**src/rtl/array_frame_loader_if.sv**
```systemverilog
// Sample-stream and frame-presentation bundle between the feeder source,
// the frame loader, and the downstream min/max search tree.
interface array_frame_loader_if #(
    parameter int DWIDTH = 8,
    parameter int DEPTH  = 8,
    parameter int LWIDTH = $clog2(DEPTH + 1)
);
    // Handshake: a beat transfers on a rising clk edge where s_valid & s_ready
    // are both high; s_data/s_last must be stable while s_valid is high, and
    // s_ready may drop without a transfer (loader busy holding a frame).
    logic                         s_valid;
    logic                         s_ready;
    logic [DWIDTH-1:0]            s_data;
    logic                         s_last;

    logic [DEPTH-1:0][DWIDTH-1:0] array;
    logic                         load_done;
    logic                         result_strobe;
    logic [LWIDTH-1:0]            frame_len;
    logic                         short_frame;
    logic                         overrun;
    logic                         busy;

    modport master (
        output s_valid, s_data, s_last,
        input  s_ready, array, load_done, result_strobe, frame_len,
               short_frame, overrun, busy
    );

    modport slave (
        input  s_valid, s_data, s_last,
        output s_ready, array, load_done, result_strobe, frame_len,
               short_frame, overrun, busy
    );
endinterface

```
**src/rtl/array_frame_loader.sv**
```systemverilog
// Collects a serial sample stream into a DEPTH-entry array, holds it stable for
// the search pipeline latency, and strobes when the search result is valid.
module array_frame_loader #(
    parameter int                DWIDTH      = 8,
    parameter int                DEPTH       = 8,
    parameter int                HOLD_CYCLES = 3,
    parameter logic [DWIDTH-1:0] PAD_VALUE   = {DWIDTH{1'b1}},
    parameter int                LWIDTH      = $clog2(DEPTH + 1)
) (
    input  logic                 clk,
    input  logic                 rst,
    array_frame_loader_if.slave  bus,
    output logic [1:0]           o_dbg_state
);
    localparam int IWIDTH = $clog2(DEPTH);
    localparam int HWIDTH = 4;

    typedef enum logic [1:0] {
        FILL  = 2'd0,
        HOLD  = 2'd1,
        DRAIN = 2'd2
    } state_t;

    state_t                       r_state;
    logic [IWIDTH-1:0]            r_idx;
    logic [HWIDTH-1:0]            r_hold_cnt;
    logic                         r_drain_pend;
    logic [DEPTH-1:0][DWIDTH-1:0] r_array;
    logic [LWIDTH-1:0]            r_frame_len;
    logic                         r_short;
    logic                         r_overrun;
    logic                         r_load_done;
    logic                         r_result_strobe;
    logic                         r_busy;

    logic                         w_at_end;
    logic                         w_strobe_at_entry;

    assign w_at_end          = (r_idx == IWIDTH'(DEPTH - 1));
    assign w_strobe_at_entry = (HOLD_CYCLES == 0);

    always_ff @(posedge clk or posedge rst) begin
        if (rst) begin
            r_state         <= FILL;
            r_idx           <= '0;
            r_hold_cnt      <= '0;
            r_drain_pend    <= 1'b0;
            r_array         <= '0;
            r_frame_len     <= '0;
            r_short         <= 1'b0;
            r_overrun       <= 1'b0;
            r_load_done     <= 1'b0;
            r_result_strobe <= 1'b0;
            r_busy          <= 1'b0;
        end else begin
            r_load_done     <= 1'b0;
            r_result_strobe <= 1'b0;
            case (r_state)
                FILL: begin
                    if (bus.s_valid) begin
                        r_array[r_idx] <= bus.s_data;
                        if (w_at_end || bus.s_last) begin
                            // Frame complete: flags and length change on the
                            // same edge the last entry lands.
                            if (w_at_end) begin
                                r_frame_len  <= LWIDTH'(DEPTH);
                                r_short      <= 1'b0;
                                r_overrun    <= ~bus.s_last;
                                r_drain_pend <= ~bus.s_last;
                            end else begin
                                for (int i = 0; i < DEPTH; i++) begin
                                    if (i > int'(r_idx))
                                        r_array[i] <= PAD_VALUE;
                                end
                                r_frame_len  <= LWIDTH'(r_idx) + LWIDTH'(1);
                                r_short      <= 1'b1;
                                r_overrun    <= 1'b0;
                                r_drain_pend <= 1'b0;
                            end
                            r_state         <= HOLD;
                            r_idx           <= '0;
                            r_hold_cnt      <= '0;
                            r_load_done     <= 1'b1;
                            r_result_strobe <= w_strobe_at_entry;
                            r_busy          <= 1'b1;
                        end else begin
                            r_idx <= r_idx + IWIDTH'(1);
                        end
                    end
                end

                HOLD: begin
                    if (r_hold_cnt == HWIDTH'(HOLD_CYCLES)) begin
                        r_state <= r_drain_pend ? DRAIN : FILL;
                        r_busy  <= r_drain_pend;
                    end else begin
                        // Registered strobe: raise it on the edge that makes
                        // the count reach HOLD_CYCLES.
                        r_hold_cnt      <= r_hold_cnt + HWIDTH'(1);
                        r_result_strobe <= ((r_hold_cnt + HWIDTH'(1)) == HWIDTH'(HOLD_CYCLES));
                    end
                end

                DRAIN: begin
                    if (bus.s_valid && bus.s_last) begin
                        r_state      <= FILL;
                        r_drain_pend <= 1'b0;
                        r_busy       <= 1'b0;
                    end
                end

                default: begin
                    r_state <= FILL;
                    r_busy  <= 1'b0;
                end
            endcase
        end
    end

    assign bus.s_ready       = (r_state != HOLD);
    assign bus.array         = r_array;
    assign bus.load_done     = r_load_done;
    assign bus.result_strobe = r_result_strobe;
    assign bus.frame_len     = r_frame_len;
    assign bus.short_frame   = r_short;
    assign bus.overrun       = r_overrun;
    assign bus.busy          = r_busy;
    assign o_dbg_state       = r_state;
endmodule

```
**src/flat_wrapper.sv**
```systemverilog
// flat-port wrapper written by rule: the top's interface ports become plain ports
module array_frame_loader_flat 
#(
    parameter int                DWIDTH      = 8,
    parameter int                DEPTH       = 8,
    parameter int                HOLD_CYCLES = 3,
    parameter logic [DWIDTH-1:0] PAD_VALUE   = {DWIDTH{1'b1}},
    parameter int                LWIDTH      = $clog2(DEPTH + 1)
)
  (clk, rst, o_dbg_state, bus_s_valid, bus_s_data, bus_s_last, bus_s_ready, bus_array, bus_load_done, bus_result_strobe, bus_frame_len, bus_short_frame, bus_overrun, bus_busy);
  array_frame_loader_if #(.DWIDTH(DWIDTH), .DEPTH(DEPTH), .LWIDTH(LWIDTH)) bus_i ();
  input  logic clk;
  input  logic rst;
  output logic [1:0] o_dbg_state;
  input wire logic [$bits(bus_i.s_valid)-1:0] bus_s_valid;
  input wire logic [$bits(bus_i.s_data)-1:0] bus_s_data;
  input wire logic [$bits(bus_i.s_last)-1:0] bus_s_last;
  output wire logic [$bits(bus_i.s_ready)-1:0] bus_s_ready;
  output wire logic [$bits(bus_i.array)-1:0] bus_array;
  output wire logic [$bits(bus_i.load_done)-1:0] bus_load_done;
  output wire logic [$bits(bus_i.result_strobe)-1:0] bus_result_strobe;
  output wire logic [$bits(bus_i.frame_len)-1:0] bus_frame_len;
  output wire logic [$bits(bus_i.short_frame)-1:0] bus_short_frame;
  output wire logic [$bits(bus_i.overrun)-1:0] bus_overrun;
  output wire logic [$bits(bus_i.busy)-1:0] bus_busy;
  assign bus_i.s_valid = bus_s_valid;
  assign bus_i.s_data = bus_s_data;
  assign bus_i.s_last = bus_s_last;
  assign bus_s_ready = bus_i.s_ready;
  assign bus_array = bus_i.array;
  assign bus_load_done = bus_i.load_done;
  assign bus_result_strobe = bus_i.result_strobe;
  assign bus_frame_len = bus_i.frame_len;
  assign bus_short_frame = bus_i.short_frame;
  assign bus_overrun = bus_i.overrun;
  assign bus_busy = bus_i.busy;
  array_frame_loader #(.DWIDTH(DWIDTH), .DEPTH(DEPTH), .HOLD_CYCLES(HOLD_CYCLES), .PAD_VALUE(PAD_VALUE), .LWIDTH(LWIDTH)) u_core (.clk(clk), .rst(rst), .bus(bus_i), .o_dbg_state(o_dbg_state));
endmodule
```
**config.mk**
```make
export PLATFORM = sky130hd
export DESIGN_NAME = array_frame_loader_flat
export DESIGN_NICKNAME = d
export VERILOG_FILES = /design/src/rtl/array_frame_loader_if.sv /design/src/rtl/array_frame_loader.sv /design/src/flat_wrapper.sv
export SDC_FILE = /design/constraint.sdc
export NUM_CORES = 1
export LEC_CHECK = 0
export ABC_CLOCK_PERIOD_IN_PS = 4300
export CORE_MARGIN = 3
export CORE_UTILIZATION = 50
export CTS_BUF_LIST = sky130_fd_sc_hd__clkbuf_16
export CTS_CLUSTER_DIAMETER = 200
export CTS_CLUSTER_SIZE = 10
export DETAILED_ROUTE_END_ITERATION = 12
export PLACE_DENSITY = 0.9
export SLEW_MARGIN = 20
export SYNTH_ARGS = -nofsm -noshare
export SYNTH_HDL_FRONTEND = slang
export SYNTH_SLANG_ARGS = --single-unit
```
**constraint.sdc**
```tcl
create_clock -name clk -period 4.3 [get_ports clk]
set_input_delay 0.645 -clock clk [delete_from_list [all_inputs] [get_ports clk]]
set_output_delay 0.645 -clock clk [all_outputs]
set_load 0.05 [all_outputs]
```
==> results.md, run 1 <==
* Post-CTS setup buffer count at 0
* Total gr overflow at 0
* Share of the synthesized area in the top cell type at between 50 and 60%
* Worst reg-to-reg setup slack at between 2 and 2.5 ns
* Vias at between 3000 and 4000
* Layout cells sized above 1 at about a tenth
* Num CTS Buffers at 9
* Post-Route WL at approximately 10000 um
* CP startpoint kind: flop
* Async SR Flop Fraction at 100%
* Post-synthesis xor/xnor area fraction at 0.239%
* Iter 0 DRT Violations at between 300 and 400
* Adder-cell share of the synthesized area at under 10%
* Critical path buffers and inverters at 2
* Proportion of synthesized area in mux cells at ~3.1%
* CP max FO at 13
* Netlist Area Pre-Place at between 3000 and 4000 sq um
* Gpl congestion at approximately 0.85
* Final Slew Violations at 0
* Deepest clock path buffer count at 2
* Post-CTS sizing at 0
* Max_slew headroom at roughly 39%
* Synth unique cells at 44
* Initial antenna violation count at 0
* Top Ports at 88
* CP required at between 3 and 4 ns
* Clock skew at 0.00586 ns
* Gr usage total at approximately a quarter
* Min-delay worst type: reg -> reg
* Synth Area in Compound Gates at between 10% and 20%
* Synth cell count leaders: 90 x nand3_1, 83 x dfrtp_1, 42 x o21ai_0
* RR Endpoint: u_core.bus.array[56]$_DFFE_PP0P_
* Clk sinks at 83
* Grt met2 use at between 30% and 40%
* Power per cell area at 817 nW/um^2
* Top-count cell post-synth: nand3_1
* Port buffer count at 87
* Pwr Total at around 4.0 mW
* Syn Area/Cell at approximately 11 sq um
* First-pass GRT wire length at approximately 16000 um
* CTS tree: yes
* Reg2Reg Depth at 3
* Cells after synthesis at about 350
* Row cnt at 30
* Synth area leader: dfrtp_1
* Sequential cell area fraction in the yosys report at between 50% and 60%
* Initial core utilization at between 50% and 60%
* Unrepaired setup endpoints after global routing: false
* Die area at 8390 sq um
* Post-route cell area at between 4000 and 5000 sq um
* DRT antenna net count at 0
* Most common flop cell mapped by yosys: dfrtp_1
* CP endpoint: bus_s_ready
* Main combinational cell family by area after synthesis: simple AND/OR/NAND/NOR gates
* Max stage delay cell, worst path: clkdlybuf4s50_1
* Post-synthesis simple-gate area fraction at 19.2%
* WS Path Type: reg -> out
* Grt peak-use layer: met2
* Vias per inst at 6.09
* Outcome: completed
* Max-capacitance violation count at 0
* Layout fillers at just under 500
* F_max at approximately 330 MHz
* EDFF count, synth at 0
* Hold path start: u_core.bus.array[8]$_DFFE_PP0P_
* Number of cells on the critical path at 3
* CP top delay family: buffers and inverters
* Critical path data arrival time at 2.36 ns
* Warnings, synthesis at 0
* Drt drc at 0
* Vias in the first global route at about 3200
* Die height at 91.6 um
* Synth top area cells: dfrtp_1 57%, nand3_1 12%, o21ai_0 5.7%
* Final Hold Vio Count at 0
* DP Area at between 4000 and 5000 sq um
* Reg2Reg Launch Point: u_core.o_dbg_state[1]$_DFFE_PP0P_
* Leakage at roughly 1.8 nW
* Synth Register Bits at 83
* Critical path origin: u_core.o_dbg_state[1]$_DFFE_PP0P_
* ANT cells at 0
* Grt met1 use at between 30% and 40%
* Largest net degree at the start of global routing at between 50 and 60
* Worst-path clk slew at 0.06 ns
* Avg WL per Cell at between 15 and 20 um
* Hpwl dp at approximately 6600 um
* Tcrit/Tclk final at around 70%
* Fin Hold WS at ~0.50 ns
* Crit path cell chain: and2b_1 > inv_1 > clkdlybuf4s50_1
* CP peak stage delay at ~0.85 ns
* # H-tree levels at 3
* Clock Root Buffer: clkbuf_16
* Die width at ~92 um
* Setup TNS at 0 ns
* Endpoint class of the critical path: primary output
* Synth-to-Final Area Change at 34.0%
* Core area at slightly below 7000 sq um
* Post-route minimum period at approximately 3 ns
* M3 GR Usage at just under 5%
* Final setup violation count at 0
* Syn Nets at about 360
* Clock insertion delay at the later pin of the skew report at ~0.33 ns
* Peak supply drop at roughly 0.53 mV
* Final net count at 437
* Worst-Margin Slew at between 0.9 and 1 ns
* Hold_buf cts at 0
* TritonRoute pass-1 iters at 5
==> worst min-delay path by stage <==
stage                                                    end  cells past startpoint  slack, ns
after floorplan            u_core.o_dbg_state[1]$_DFFE_PP0P_                      2       0.49
after global placement    u_core.bus.short_frame$_DFFE_PP0P_                      1       0.46
after detailed placement    u_core.bus.array[24]$_DFFE_PP0P_                      1       0.48
after CTS                    u_core.bus.array[8]$_DFFE_PP0P_                      1       0.49
after global routing         u_core.bus.array[8]$_DFFE_PP0P_                      1       0.51
final                        u_core.bus.array[8]$_DFFE_PP0P_                      1       0.50
==> through the flow <==
step           setup WS [ns]  util, %  std cells
2_1_floorplan           1.52        -        347
3_3_place_gp            1.64     65.9        504
3_5_place_dp            1.52     65.9        504
4_1_cts                 1.32     70.5        520
5_1_grt                 1.21     70.6        521
6_report                1.30     70.6        521
==> state kept, by name, indices dropped and copies added (netlist names) <==
register	flops
u_core.bus.frame_len	4
u_core.bus.result_strobe	1
u_core.r_idx	3
u_core.bus.overrun	1
u_core.r_drain_pend	1
u_core.bus.load_done	1
u_core.bus.busy	1
u_core.bus.short_frame	1
u_core.o_dbg_state	2
u_core.r_hold_cnt	4
u_core.bus.array	64
==> power by group <==
group	internal [mW]	switching [mW]
combinational	0.654	1.30
clock	0.507	0.304
sequential	1.03	0.207
==> final cells by class <==
| cell class | count | area, sq um | share of cell area (%) |
|---|---|---|---|
| clock buffers | 9 | 225 | 4.59 |
| clock inverters | 7 | 93.8 | 1.91 |
| inverters | 10 | 38.8 | 0.791 |
| multi-input cells | 225 | 1450 | 29.5 |
| flip-flops and latches | 83 | 2080 | 42.3 |
| well taps | 96 | 120 | 2.45 |
| repair buffers | 91 | 905 | 18.4 |
==> layout by cell type, fill, tap and decap left out, drive strengths merged, types with 3 or more instances in the layout <==
| cell | Yosys | routed |
|---|---|---|
| nand3 | 91 | 91 |
| clkdlybuf4s50 | 0 | 87 |
| dfrtp | 83 | 83 |
| o21ai | 45 | 45 |
| o22a | 16 | 16 |
| inv | 10 | 10 |
| mux2 | 10 | 10 |
| nand2 | 10 | 10 |
| clkbuf | 17 | 9 |
| nor2 | 5 | 5 |
| a21oi | 5 | 5 |
| ha | 5 | 5 |
| nand2b | 4 | 4 |
| buf | 12 | 4 |
| clkinv | 0 | 4 |
| nor2b | 3 | 3 |
==> metal layers <==
metal  wire length, um  vias to the layer above
li1                  -                     1406
met1              3970                     1578
met2              4870                      165
met3               709                       22
met4               212                        0
met5                 0                        -
==> worst reg2reg max path: cells and delay by family, from the launching register on <==
kind               cells  cell delay (ns)
AOI/OAI and AO/OA      1             0.53
DFF                    1             0.58
and+or+nand+nor        2             0.98
==> cell families after synthesis <==
kind of cell | count (synthesis)
xor+xnor | 1
compound gates | 81
flops | 83
simple gates | 128
fa+ha+maj | 5
buf+inv | 39
mux | 10
Power figures use the tool's default switching activity.
==> run 2: changes to the inputs <==
- ABC_CLOCK_PERIOD_IN_PS: 4300 -> 2600
- CORE_UTILIZATION: 50 -> 45
- PLACE_DENSITY: 0.9 -> 0.86
- clock period: 4.3 -> 2.6 ns (I/O delays scaled with it)
==> run 2 against run 1 <==
Cell count up 1.5%; combinational power up 65%; flip-flop and latch count unchanged; critical path depth down 2; first-iteration DRC count up 12%; clock skew up 0.0017 ns; utilization down 7.8 points; worst setup slack worse by 0.98 ns; via count down 2.8%; largest cell class unchanged.
==> results.md, run 2 (synthesis gave the netlist of run 1 again) <==
* Outcome: completed
* DRT antenna net count at 0 (unchanged)
* Final setup violation count at 0 (unchanged)
* Critical path buffers and inverters at 1 (-1)
* Num CTS Buffers at 9 (unchanged)
* Max reg flops at 64 (unchanged)
* Worst-Margin Slew at 0.716 ns (-0.191 ns)
* Synth-to-Final Area Change at 34.0% (about the same)
* Hold_buf cts at 0 (unchanged)
* Post-CTS sizing at 0 (unchanged)
* Vias at 3083 (-2.8%)
* WS Path Type: reg -> out
* Layout fillers at 616 (+26%)
* Multi-input combinational cell area at 1450 sq um (unchanged)
* P_sw at 2.99 mW (+65%)
* Hpwl dp at 6740 um (+2.8%)
* CP max FO at 12 (-1)
* Sequential share of power at 31.3% (+0.4 points)
* Crit path cell chain: clkdlybuf4s50_1
* Int Power at 3.53 mW (+61%)
* Clock insertion delay at the later pin of the skew report at 0.33 ns (about the same)
* Port buffer count at 87 (unchanged)
* Grt met1 use at 28.0% (-3.1 points)
* TritonRoute pass-1 iters at 5 (unchanged)
* Switch share at 45.9% (+0.62 points)
* Core Util, Final at 62.9% (-7.8 points)
* Grt met2 use at 35.5% (-3.2 points)
* Total gr overflow at 0 (unchanged)
* Unrepaired setup endpoints after global routing: false
* Min-delay worst type: in -> async
* RR Endpoint: u_core.bus.array[8]$_DFFE_PP0P_
* Gr usage total at 21.8% (-2.0 points)
* CTS tree: yes
* F_max at between 400 and 500 MHz
* Worst-path clk slew at 0.06 ns (about the same)
* Largest net degree at the start of global routing at 44 (-21%)
* CP top delay family: buffers and inverters
* Final Hold Vio Count at 0 (unchanged)
* CP endpoint: o_dbg_state[0]
* Peak supply drop at 0.864 mV (+64%)
* Most frequent cells in the layout: 90 x nand3_1, 86 x clkdlybuf4s50_1, 83 x dfrtp_1
* Place WS at 0.321 ns (-1.20 ns)
* Commonest non-fill, non-tap cell in the layout: nand3_1
* Initial antenna violation count at 0 (unchanged)
* Clock power frac at 19.0% (-1.2 points)
* Layout cells sized above 1 at 10.3% (+0.42 points)
* Clock Root Buffer: clkbuf_16
* Row cnt at 32 (+6.7%)
* Setup TNS at 0 ns (unchanged)
* Max_slew headroom at 52.2% (+13 points)
* Max stage delay cell, worst path: clkdlybuf4s50_1
* CP startpoint kind: flop
* Vias per inst at 5.83 (-4.2%)
* Setup slack after layout at 0.315 ns (-0.981 ns)
* Die height at 96.2 um (+5.0%)
* Grt peak-use layer: met2
* Die area at 9260 sq um (+10%)
* CP required at 2.21 ns (-1.44 ns)
* Initial core utilization at 46.9% (-5.8 points)
* Post-Route WL at 9640 um (-1.4%)
* Deepest clock path buffer count at 2 (unchanged)
* First-pass GRT wire length at 15400 um (-4.1%)
* Drt drc at 0 (unchanged)
* M3 GR Usage at 6.41% (+1.5 points)
* Logic pwr share at 49.7% (+0.9 points)
* Cells after DPL at 513 (+1.8%)
* Reg2Reg Depth at 5 (+2)
* Max-capacitance violation count at 0 (unchanged)
* Core area at 7810 sq um (+12%)
* ANT cells at 0 (unchanged)
* Gpl congestion at 0.835 (-1.7%)
* CP peak stage delay at 0.91 ns (+0.06 ns)
* Endpoint class of the critical path: primary output
* Tcrit/Tclk final at 87.9%
* Post-route minimum period at 2.29 ns
* Worst reg-to-reg setup slack at 0.55 ns (-1.53 ns)
* Final net count at 439 (+0.46%)
* Avg WL per Cell at 18.2 um (-2.9%)
* Non-Filler Instances at 529 (+1.5%)
* Vias in the first global route at 2987 (-5.9%)
* Register area at 2080 sq um (unchanged)
* Final Slew Violations at 0 (unchanged)
* Leakage at 1.84 nW (+0.14%)
* Iter 0 DRT Violations at 361 (+12%)
* Power per cell area at 1330 nW/um^2 (+63%)
* # H-tree levels at 3 (unchanged)
* Post-CTS setup buffer count at 0 (unchanged)
* Clock skew at 0.00755 ns (+0.00169 ns)
* Number of cells on the critical path at 1 (-2)
* Top Ports at 88 (unchanged)
* Critical path data arrival time at 1.90 ns (-0.46 ns)
* Die width at 96.2 um (+5.0%)
* Reg2Reg Launch Point: u_core.r_idx[0]$_DFFE_PP0P_
* Critical path origin: u_core.o_dbg_state[0]$_DFFE_PP0P_
* Clk sinks at 83 (unchanged)
## run 2: changes by cell type in the layout (fill, tap and decap cells not counted)
cell	change
buf_12	+1
buf_4	+3
buf_6	-1
bufinv_16	-1
clkdlybuf4s50_1	-1
clkinv_1	+1
clkinv_4	-1
inv_6	+1
## run 2: power groups by stage
stage | registers, mW | logic, mW | clock network [mW]
floorplan | 3.25 | 0.958 | 0
global placement | 2.04 | 3.17 | 0
detailed placement | 2.05 | 3.24 | 0
CTS | 2.04 | 3.26 | 1.26
global route | 2.09 | 3.42 | 1.33
finish | 2.04 | 3.24 | 1.24
## run 2: per-stage QoR
| stage | total power [mW] | hold WS [ns] | area, sq um |
|---|---|---|---|
| floorplan | 4.21 | 0.486 | 3660 |
| finish | 6.53 | 0.470 | 4910 |
| global placement | 5.20 | 0.462 | 4620 |
| detailed placement | 5.30 | 0.473 | 4620 |
| global route | 6.83 | 0.509 | 4910 |
| CTS | 6.56 | 0.483 | 4910 |
## run 2: final cells by class
cell class | count | area share (%)
clock buffers | 9 | 4.59
clock inverters | 7 | 1.38
inverters | 10 | 0.790
multi-input cells | 225 | 29.5
flip-flops and latches | 83 | 42.3
well taps | 102 | 2.60
repair buffers | 93 | 18.9
## run 2: how the worst min path moves through the flow
| stage | from | end | slack, ns | depth (start not counted) |
|---|---|---|---|---|
| floorplan | u_core.r_drain_pend$_DFFE_PP0P_ | u_core.o_dbg_state[1]$_DFFE_PP0P_ | 0.49 | 2 |
| global placement | u_core.bus.short_frame$_DFFE_PP0P_ | u_core.bus.short_frame$_DFFE_PP0P_ | 0.46 | 1 |
| detailed placement | u_core.bus.short_frame$_DFFE_PP0P_ | u_core.bus.short_frame$_DFFE_PP0P_ | 0.47 | 1 |
| CTS | rst | u_core.bus.array[5]$_DFFE_PP0P_ | 0.48 | 2 |
| global route | rst | u_core.bus.array[5]$_DFFE_PP0P_ | 0.51 | 2 |
| finish | rst | u_core.bus.array[11]$_DFFE_PP0P_ | 0.47 | 2 |
## run 2: metal layers
metal / part of all wire [%] / wire, um / vias up
met3: 7.7 / 740 / 17
met4: 1.4 / 138 / 0
met1: 41 / 3930 / 1520
met2: 50 / 4830 / 144
li1: - / - / 1402
met5: 0 / 0 / -
